$ cat config.mk
export PLATFORM = sky130hd
export DESIGN_NAME = tpu_mac_dot_sequencer
export DESIGN_NICKNAME = d
export VERILOG_FILES = /design/src/rtl/tpu_mac_pkg.sv /design/src/rtl/tpu_mac_dot_sequencer.sv
export SDC_FILE = /design/constraint.sdc
export NUM_CORES = 1
export LEC_CHECK = 0
export CAP_MARGIN = 20
export CORE_ASPECT_RATIO = 0.9
export CORE_UTILIZATION = 47
export DETAILED_ROUTE_END_ITERATION = 6
export PLACE_DENSITY = 0.9
export SLEW_MARGIN = 5
export SYNTH_ARGS = -nofsm -noshare
export SYNTH_HDL_FRONTEND = slang
export SYNTH_SLANG_ARGS = --single-unit
$ cat constraint.sdc
create_clock -name clk -period 3.43 [get_ports clk]
set_input_delay 0.8575 -clock clk [delete_from_list [all_inputs] [get_ports clk]]
set_output_delay 0.8575 -clock clk [all_outputs]
set_load 0.01 [all_outputs]
$ cat src/rtl/tpu_mac_pkg.sv
// Shared types and constants for the TPU MAC dot-product sequencer.
package tpu_mac_pkg;

    // Encodings of the operand data type, forwarded unchanged to the MAC.
    localparam logic [2:0] DT_INT8  = 3'b000;
    localparam logic [2:0] DT_INT16 = 3'b001;
    localparam logic [2:0] DT_INT32 = 3'b010;

    // Sequencer states. The names are in capitals, so WAIT does not collide with the 'wait' keyword.
    typedef enum logic [2:0] {
        IDLE,
        FETCH,
        ISSUE,
        WAIT,
        DONE
    } seq_state_t;

endpackage

$ cat src/rtl/tpu_mac_dot_sequencer.sv
// Drives one external MAC unit through a dot product over a streamed vector.
// Each accepted operand pair becomes one MAC operation. The MAC result is fed
// back as c_data for the next pair. The final sum is reported with a done pulse.
module tpu_mac_dot_sequencer
    import tpu_mac_pkg::*;
#(
    parameter int DATA_WIDTH = 32,
    parameter int OP_WIDTH   = 16,
    parameter int LEN_WIDTH  = 8,
    parameter int TIMEOUT    = 64
) (
    input  logic                  clk,
    input  logic                  rst_n,
    input  logic                  start,
    input  logic [LEN_WIDTH-1:0]  vec_len,
    input  logic [2:0]            data_type,
    input  logic [DATA_WIDTH-1:0] init_acc,
    input  logic                  abort,
    input  logic                  op_valid,
    output logic                  op_ready,
    input  logic [OP_WIDTH-1:0]   op_a,
    input  logic [OP_WIDTH-1:0]   op_b,
    output logic                  busy,
    output logic                  done,
    output logic                  error,
    output logic [DATA_WIDTH-1:0] dot_result,
    output logic [LEN_WIDTH-1:0]  elem_count,
    output logic                  mac_enable,
    output logic [2:0]            mac_data_type,
    output logic [OP_WIDTH-1:0]   mac_a,
    output logic [OP_WIDTH-1:0]   mac_b,
    output logic [DATA_WIDTH-1:0] mac_c,
    output logic                  mac_valid_in,
    input  logic [DATA_WIDTH-1:0] mac_result,
    input  logic                  mac_valid_out,
    input  logic                  mac_ready
);

    localparam int WD_WIDTH = (TIMEOUT > 1) ? $clog2(TIMEOUT) : 1;
    localparam logic [WD_WIDTH-1:0] WD_LAST = WD_WIDTH'(TIMEOUT - 1);

    seq_state_t            state;
    logic [LEN_WIDTH-1:0]  len_q;
    logic [DATA_WIDTH-1:0] acc;
    logic                  err_flag;
    logic [WD_WIDTH-1:0]   watchdog;

    // The running accumulator is the MAC's c operand.
    assign mac_c = acc;

    // Issue strobe: valid_in is asserted only in a cycle in which the MAC reports ready.
    // A simultaneous abort suppresses it, so no operation is left in flight.
    assign mac_valid_in = (state == ISSUE) && mac_ready && !abort;

    // Sequencer FSM. All other outputs are registered here together with the state.
    always_ff @(posedge clk or negedge rst_n) begin
        if (!rst_n) begin
            state         <= IDLE;
            len_q         <= '0;
            acc           <= '0;
            err_flag      <= 1'b0;
            watchdog      <= '0;
            op_ready      <= 1'b0;
            busy          <= 1'b0;
            done          <= 1'b0;
            error         <= 1'b0;
            dot_result    <= '0;
            elem_count    <= '0;
            mac_enable    <= 1'b0;
            mac_data_type <= '0;
            mac_a         <= '0;
            mac_b         <= '0;
        end else begin
            // NOTE: non-blocking assignments throughout, so every branch reads the pre-edge
            // state. The pulse defaults below are simply overridden later in the block.
            done  <= 1'b0;
            error <= 1'b0;
            case (state)
                IDLE: begin
                    if (start) begin
                        len_q         <= vec_len;
                        mac_data_type <= data_type;
                        acc           <= init_acc;
                        elem_count    <= '0;
                        err_flag      <= 1'b0;
                        busy          <= 1'b1;
                        mac_enable    <= 1'b1;
                        if (vec_len != '0) begin
                            state    <= FETCH;
                            op_ready <= 1'b1;
                        end else begin
                            state <= DONE;
                        end
                    end
                end
                FETCH: begin
                    if (abort) begin
                        err_flag <= 1'b1;
                        op_ready <= 1'b0;
                        state    <= DONE;
                    end else if (op_valid && op_ready) begin
                        mac_a    <= op_a;
                        mac_b    <= op_b;
                        op_ready <= 1'b0;
                        state    <= ISSUE;
                    end
                end
                ISSUE: begin
                    if (abort) begin
                        err_flag <= 1'b1;
                        state    <= DONE;
                    end else if (mac_ready) begin
                        watchdog <= '0;
                        state    <= WAIT;
                    end
                end
                WAIT: begin
                    // Abort has priority, so a MAC result in the abort cycle is dropped.
                    if (abort) begin
                        err_flag <= 1'b1;
                        state    <= DONE;
                    end else if (mac_valid_out) begin
                        acc        <= mac_result;
                        elem_count <= elem_count + 1'b1;
                        if (elem_count + 1'b1 == len_q) begin
                            state <= DONE;
                        end else begin
                            op_ready <= 1'b1;
                            state    <= FETCH;
                        end
                    end else if (watchdog == WD_LAST) begin
                        err_flag <= 1'b1;
                        state    <= DONE;
                    end else begin
                        watchdog <= watchdog + 1'b1;
                    end
                end
                DONE: begin
                    dot_result <= acc;
                    done       <= 1'b1;
                    error      <= err_flag;
                    busy       <= 1'b0;
                    mac_enable <= 1'b0;
                    state      <= IDLE;
                end
                default: state <= IDLE;
            endcase
        end
    end

endmodule

# Word level (Yosys, flattened, before mapping)
# Cells that the tools add are included.
word_totals:
  ramBits: 0
  latchBits: 0
  elab_cells: 101
  output_inout_bits: 113
  memories: 0
  romBits: 0
  register_bits: 129
  input_bits: 114
classes:
  reduce_logical: 20
  n_lt_le_gt_ge: 0
  shift: 0
  n_bitwise: 1
  n_eq_ne: 21
  n_mux: 43
  add_sub_neg: 2
  div: 0
  multipliers: 0
op_table:
  columns: ["operator", "count"]
  rows:
  - ["2-to-1 mux 32 bit", 3]
  - ["one-hot mux 32 bit (2 select lines)", 1]
  - ["2-to-1 mux 3 bit", 10]
  - ["2-to-1 mux 6 bit", 5]
  - ["2-to-1 mux 8 bit", 3]
  - ["inequality test 2 bit, second input constant", 9]
  - ["one-hot mux 8 bit (2 select lines)", 1]
  - ["2-to-1 mux 1 bit", 15]
  - ["inequality test 3 bit, second input constant", 4]
  - ["one-hot mux 3 bit (4 select lines)", 1]
  - ["one-hot mux 6 bit (2 select lines)", 1]
  - ["adder 8 x 1 -> 8 bit, second input constant", 1]
  - ["== test 8 bit", 1]
  - ["AND reduction 4 bit", 2]
  - ["nonzero test 8 bit", 1]
  - ["AND reduction 7 bit", 1]
  - ["adder 6 x 1 -> 6 bit, second input constant", 1]
  - ["== test 3 x 2 -> 1 bit, second input constant", 2]
  - ["== test 6 bit, second input constant", 1]
  - ["one-hot mux 1 bit (3 select lines)", 2]
  - ["AND reduction 6 bit", 1]
  - ["nonzero test 2 bit", 3]
  - ["nonzero test 3 bit", 2]
  - ["AND reduction 5 bit", 1]
  - ["12 further kinds", 15]

# Depth between registers and ports, before layout
depth:
  word_depth: 6
  depth_mapped: 8
  mapped_depth_nobuf: 7

# Worst setup path after synthesis
# Ideal clock, no wire load.
synth_path:
  kind: "input to register"
  start: "input port abort"
  end: "register acc[0] (netlist: mac_c[0])"
  setup_ns: 0.141
  path_slack_ns: 1.011
  path_stages: 7
  arrival_ns: 2.278
  path_buffers: 3
  path_cell_list: "buf_4 nand3b_1 or2_2 a21oi_1 clkbuf_1 clkbuf_1 a31oi_1"
synth_between:
  elab_chain_cells: 2
synth_lines:
  columns: ["item", "line_no", "source"]
  rows:
  - ["start, declared", "tpu_mac_dot_sequencer.sv:18", "input logic abort,"]
  - ["inequality test 2 bit (no line)", null, null]
  - ["AND reduction 4 bit (no line)", null, null]
  - ["end signal, assigned", "tpu_mac_dot_sequencer.sv:83", "acc <= init_acc;"]
  - ["end signal, assigned", "tpu_mac_dot_sequencer.sv:123", "acc <= mac_result;"]
  - ["end, declared", "tpu_mac_dot_sequencer.sv:44", "logic [DATA_WIDTH-1:0] acc;"]
# No other way between the ends.
# A chain may end at the register's enable or synchronous reset.

# Worst setup path after layout
layout_path:
  start: "input port abort"
  end: "output port mac_valid_in"
layout_between:
  elab_chain_cells: 2
layout_lines:
  columns: ["item", "line_no", "source"]
  rows:
  - ["logical NOT 1 bit", "tpu_mac_dot_sequencer.sv:53", "assign mac_valid_in = (state == ISSUE) && mac_ready && !abort;"]
  - ["logical AND 1 bit", "tpu_mac_dot_sequencer.sv:53", null]
  - ["end, declared", "tpu_mac_dot_sequencer.sv:33", "output logic mac_valid_in,"]
# No other way between the ends.

==> results by group <==
Route
  – Remaining DRCs: 0
  – First-pass DRT Iterations: 5
  – Via count: 4787
  – Antenna Nets Post-Route: 0
  – Vias per cell: 5.307
  – Routed len/inst: 16.95 microns
  – DRT Wirelength: 15290 microns
  – DRT iter0 DRCs: 286

CTS
  – # Post-CTS Setup Buffers: 0
  – H-tree levels: 4
  – CTS max path bufs: 2
  – Num Clock Sinks: 129
  – Clock root cell: clkbuf_16
  – Hold Buf Count CTS: 0
  – Resized cells post-CTS: 0
  – Reg clk slew, reported paths: 0.06 ns
  – Inserted Clock Buffers: 17
  – CTS tree: done
  – Clk_lat worst skew: 0.41 ns

Power and ir drop
  – Power Density: 891.7 mW/mm^2
  – Seq pwr share: 34.9%
  – Clock share of power: 24.6%
  – Pleak: 3.589 nW
  – Internal cell power: 0.005354 W
  – Worst vdd ir: 0.6445 mV
  – Switching Fraction: 31.51%
  – Net switching power: 0.002463 W
  – Logic pwr share: 40.5%

Final layout
  – Area delta synth->final: 53.20%
  – N_diodes: 0
  – Fin area: 0.008766 sq mm
  – Fillers: 756
  – Post-layout util: 75.14%
  – Fraction of layout cells with a size suffix above 1: 17.56%
  – Final #Nets: 849

Global route
  – Global-route wire length before repair: 24790 microns
  – Initial antenna violation count: 0
  – Met2 GRT Util: 43.87%
  – Gr usage total: 25.20%
  – Vias in the first global route: 4906
  – Gr ovfl total: 0
  – Largest net degree at the start of global routing: 61
  – Busiest grt layer: met2
  – Grt met1 use: 30.36%
  – GRT met3 Usage: 6.755%

Setup path
  – CP most frequent cell: clkdlybuf4s50_1
  – Crit path max-delay family: buffers and inverters
  – Crit. Startpoint: abort
  – Crit path capture type: output port
  – CP max stage delay: 0.58 ns
  – Startpoint type of the worst setup path: input port
  – Setup CP Type: input port to output port
  – Slowest-stage cell, CP: clkdlybuf4s50_1
  – Crit path cell chain: clkdlybuf4s50_1, nor3_1, and2_1, clkdlybuf4s50_1
  – Crit path required time: 2.57 ns
  – Crit path DAT: 2.39 ns
  – CP bufs+invs: 2
  – Worst reg2reg startpoint: elem_count[0]
  – Crit Path Max Fanout: 4

Die
  – Die X-Extent: 118.3 microns
  – Core area: 0.01167 sq mm
  – Row count: 37
  – Die Span Y: 106.7 microns
  – Initial cell density of the core: 49.05%
  – IO Count: 227
  – DIE AREA: 0.01262 sq mm

Yosys
  – Distinct cells, synth: 57
  – Post-synthesis cell area: 0.005722 sq mm
  – Synth Register Bits: 129
  – Mapped Cells: 507
  – Area share of the largest cell type after synthesis: 56.42%
  – Syn nets: 623
  – Async SR Flop Fraction: 100.0%
  – Top cells by count, synth: dfrtp_1 (129), nand2_1 (89), mux2_2 (74), nor2_1 (41), a31oi_1 (33)
  – Synth area leaders: dfrtp_1 (56%), mux2_2 (15%), nand2_1 (5.8%)
  – Yosys Warn Count: 0
  – Synth area leader: dfrtp_1
  – Main synth FF type: dfrtp_1
  – Count leader, synth: dfrtp_1
  – Post-Syn Area per Cell: 11.29 sq um
  – Post-synth EDFFs: 0
  – Sequential fraction of the synthesis area: 56.42%

Timing
  – Final setup violation count: 0
  – Worst hold slack: 0.4995 ns
  – Clock Skew: 0.01002 ns
  – Worst-margin pin slew: 0.8493 ns
  – RSZ-0062 raised after global routing: false
  – Worst rel slew slack: 43.21%
  – Final Hold Fails: 0
  – Final setup TNS: 0 ns
  – Fmax: 307.6 MHz
  – Final Cycle Share: 94.78%
  – Max-slew violations: 0
  – Min Clock Period, post-route: 3.251 ns

Run
  – Max-Cap Viols: 0

Outcome
  – Status: finished clean

Placement
  – Placed Area: 0.008128 sq mm
  – Final HPWL DP: 10800 microns
  – Port bufs: 226
  – Gpl congestion: 0.8933

Min path
  – Hold_sp: mac_enable
  – Hold WC Path Type: flip-flop to flip-flop
[stage by stage]
step	power (W)	cells	setup WS, ns
CTS	0.007876	902	0.1794
floorplan	0.004169	507	1.011
global placement	0.005763	870	0.2500
global route	0.008245	902	0.03023
finish	0.007816	902	0.1790
detailed placement	0.005915	870	0.2105
[final timing paths]
check | cells past startpoint | to | slack (ns)
min in group asynchronous | 1 | mac_c[12] | 0.53
max in group asynchronous | 2 | mac_c[31] | 2.12
setup reg to reg | 7 | state[0] | 0.96
setup / recovery | 4 | mac_valid_in | 0.18
hold / removal | 1 | mac_enable | 0.50
hold reg to reg | 1 | mac_enable | 0.50
[registers in the layout (all words and copies together) (netlist names)]
| register | cells |
|---|---|
| dot_result | 32 |
| mac_c | 32 |
| mac_a | 16 |
| mac_b | 16 |
| elem_count | 8 |
| len_q | 8 |
| watchdog | 6 |
| mac_data_type | 3 |
| state | 3 |
| done | 1 |
| err_flag | 1 |
| error | 1 |
| mac_enable | 1 |
| op_ready | 1 |
[power by group through the flow]
stage / combinational (W) / sequential [W] / clock [W]
3_5_place_dp: 0.00317 / 0.00275 / 0
6_report: 0.00317 / 0.00273 / 0.00192
2_1_floorplan: 0.00125 / 0.00292 / 0
4_1_cts: 0.00319 / 0.00273 / 0.00196
5_1_grt: 0.00341 / 0.00282 / 0.00202
3_3_place_gp: 0.00308 / 0.00269 / 0
[kinds of logic (layout without fill, tap and decap cells)]
kind of cell | count (synthesis) | count (layout) | share of synthesized area, %
xor gates and xnor gates | 11 | 11 | 1.684
buffers and inverters | 36 | 275 | 3.236
DFF | 129 | 129 | 56.42
muxes | 76 | 76 | 14.91
AOI/OAI and AO/OA | 79 | 79 | 9.425
and+or+nand+nor | 174 | 174 | 13.89
adders and majority gates | 2 | 2 | 0.4373
[layer usage]
metal | vias up | part of all wire (%)
met5 | - | 0
li1 | 2232 | -
met2 | 220 | 51
met4 | 0 | 1.7
met1 | 2315 | 40
met3 | 20 | 6.7
[final cells by class]
| type | instances | area (sq um) | share of cell area [%] |
|---|---|---|---|
| flip-flops and latches | 129 | 3228 | 36.83 |
| inverters | 8 | 30.03 | 0.3426 |
| well taps | 156 | 195.2 | 2.227 |
| clock buffers | 20 | 456.7 | 5.210 |
| multi-input cells | 342 | 2335 | 26.63 |
| clock inverters | 12 | 181.4 | 2.070 |
| repair buffers | 235 | 2340 | 26.69 |
[cell usage in the layout, fill, tap and decap left out, drive strengths merged, types with 4 or more instances in the layout]
cell / Yosys / routed
xor2: 4 / 4
buf: 12 / 10
xnor2: 7 / 7
inv: 8 / 9
bufinv: 0 / 4
o21ai: 19 / 19
clkdlybuf4s50: 0 / 225
clkbuf: 16 / 20
nand2: 89 / 89
nor2: 41 / 41
nor4: 4 / 4
mux2: 74 / 74
a21oi: 5 / 5
nand2b: 6 / 6
dfrtp: 129 / 129
nand3: 7 / 7
nor3: 6 / 6
clkinvlp: 0 / 4
a31oi: 33 / 33
Note: power is estimated with default switching activity, not from simulation.
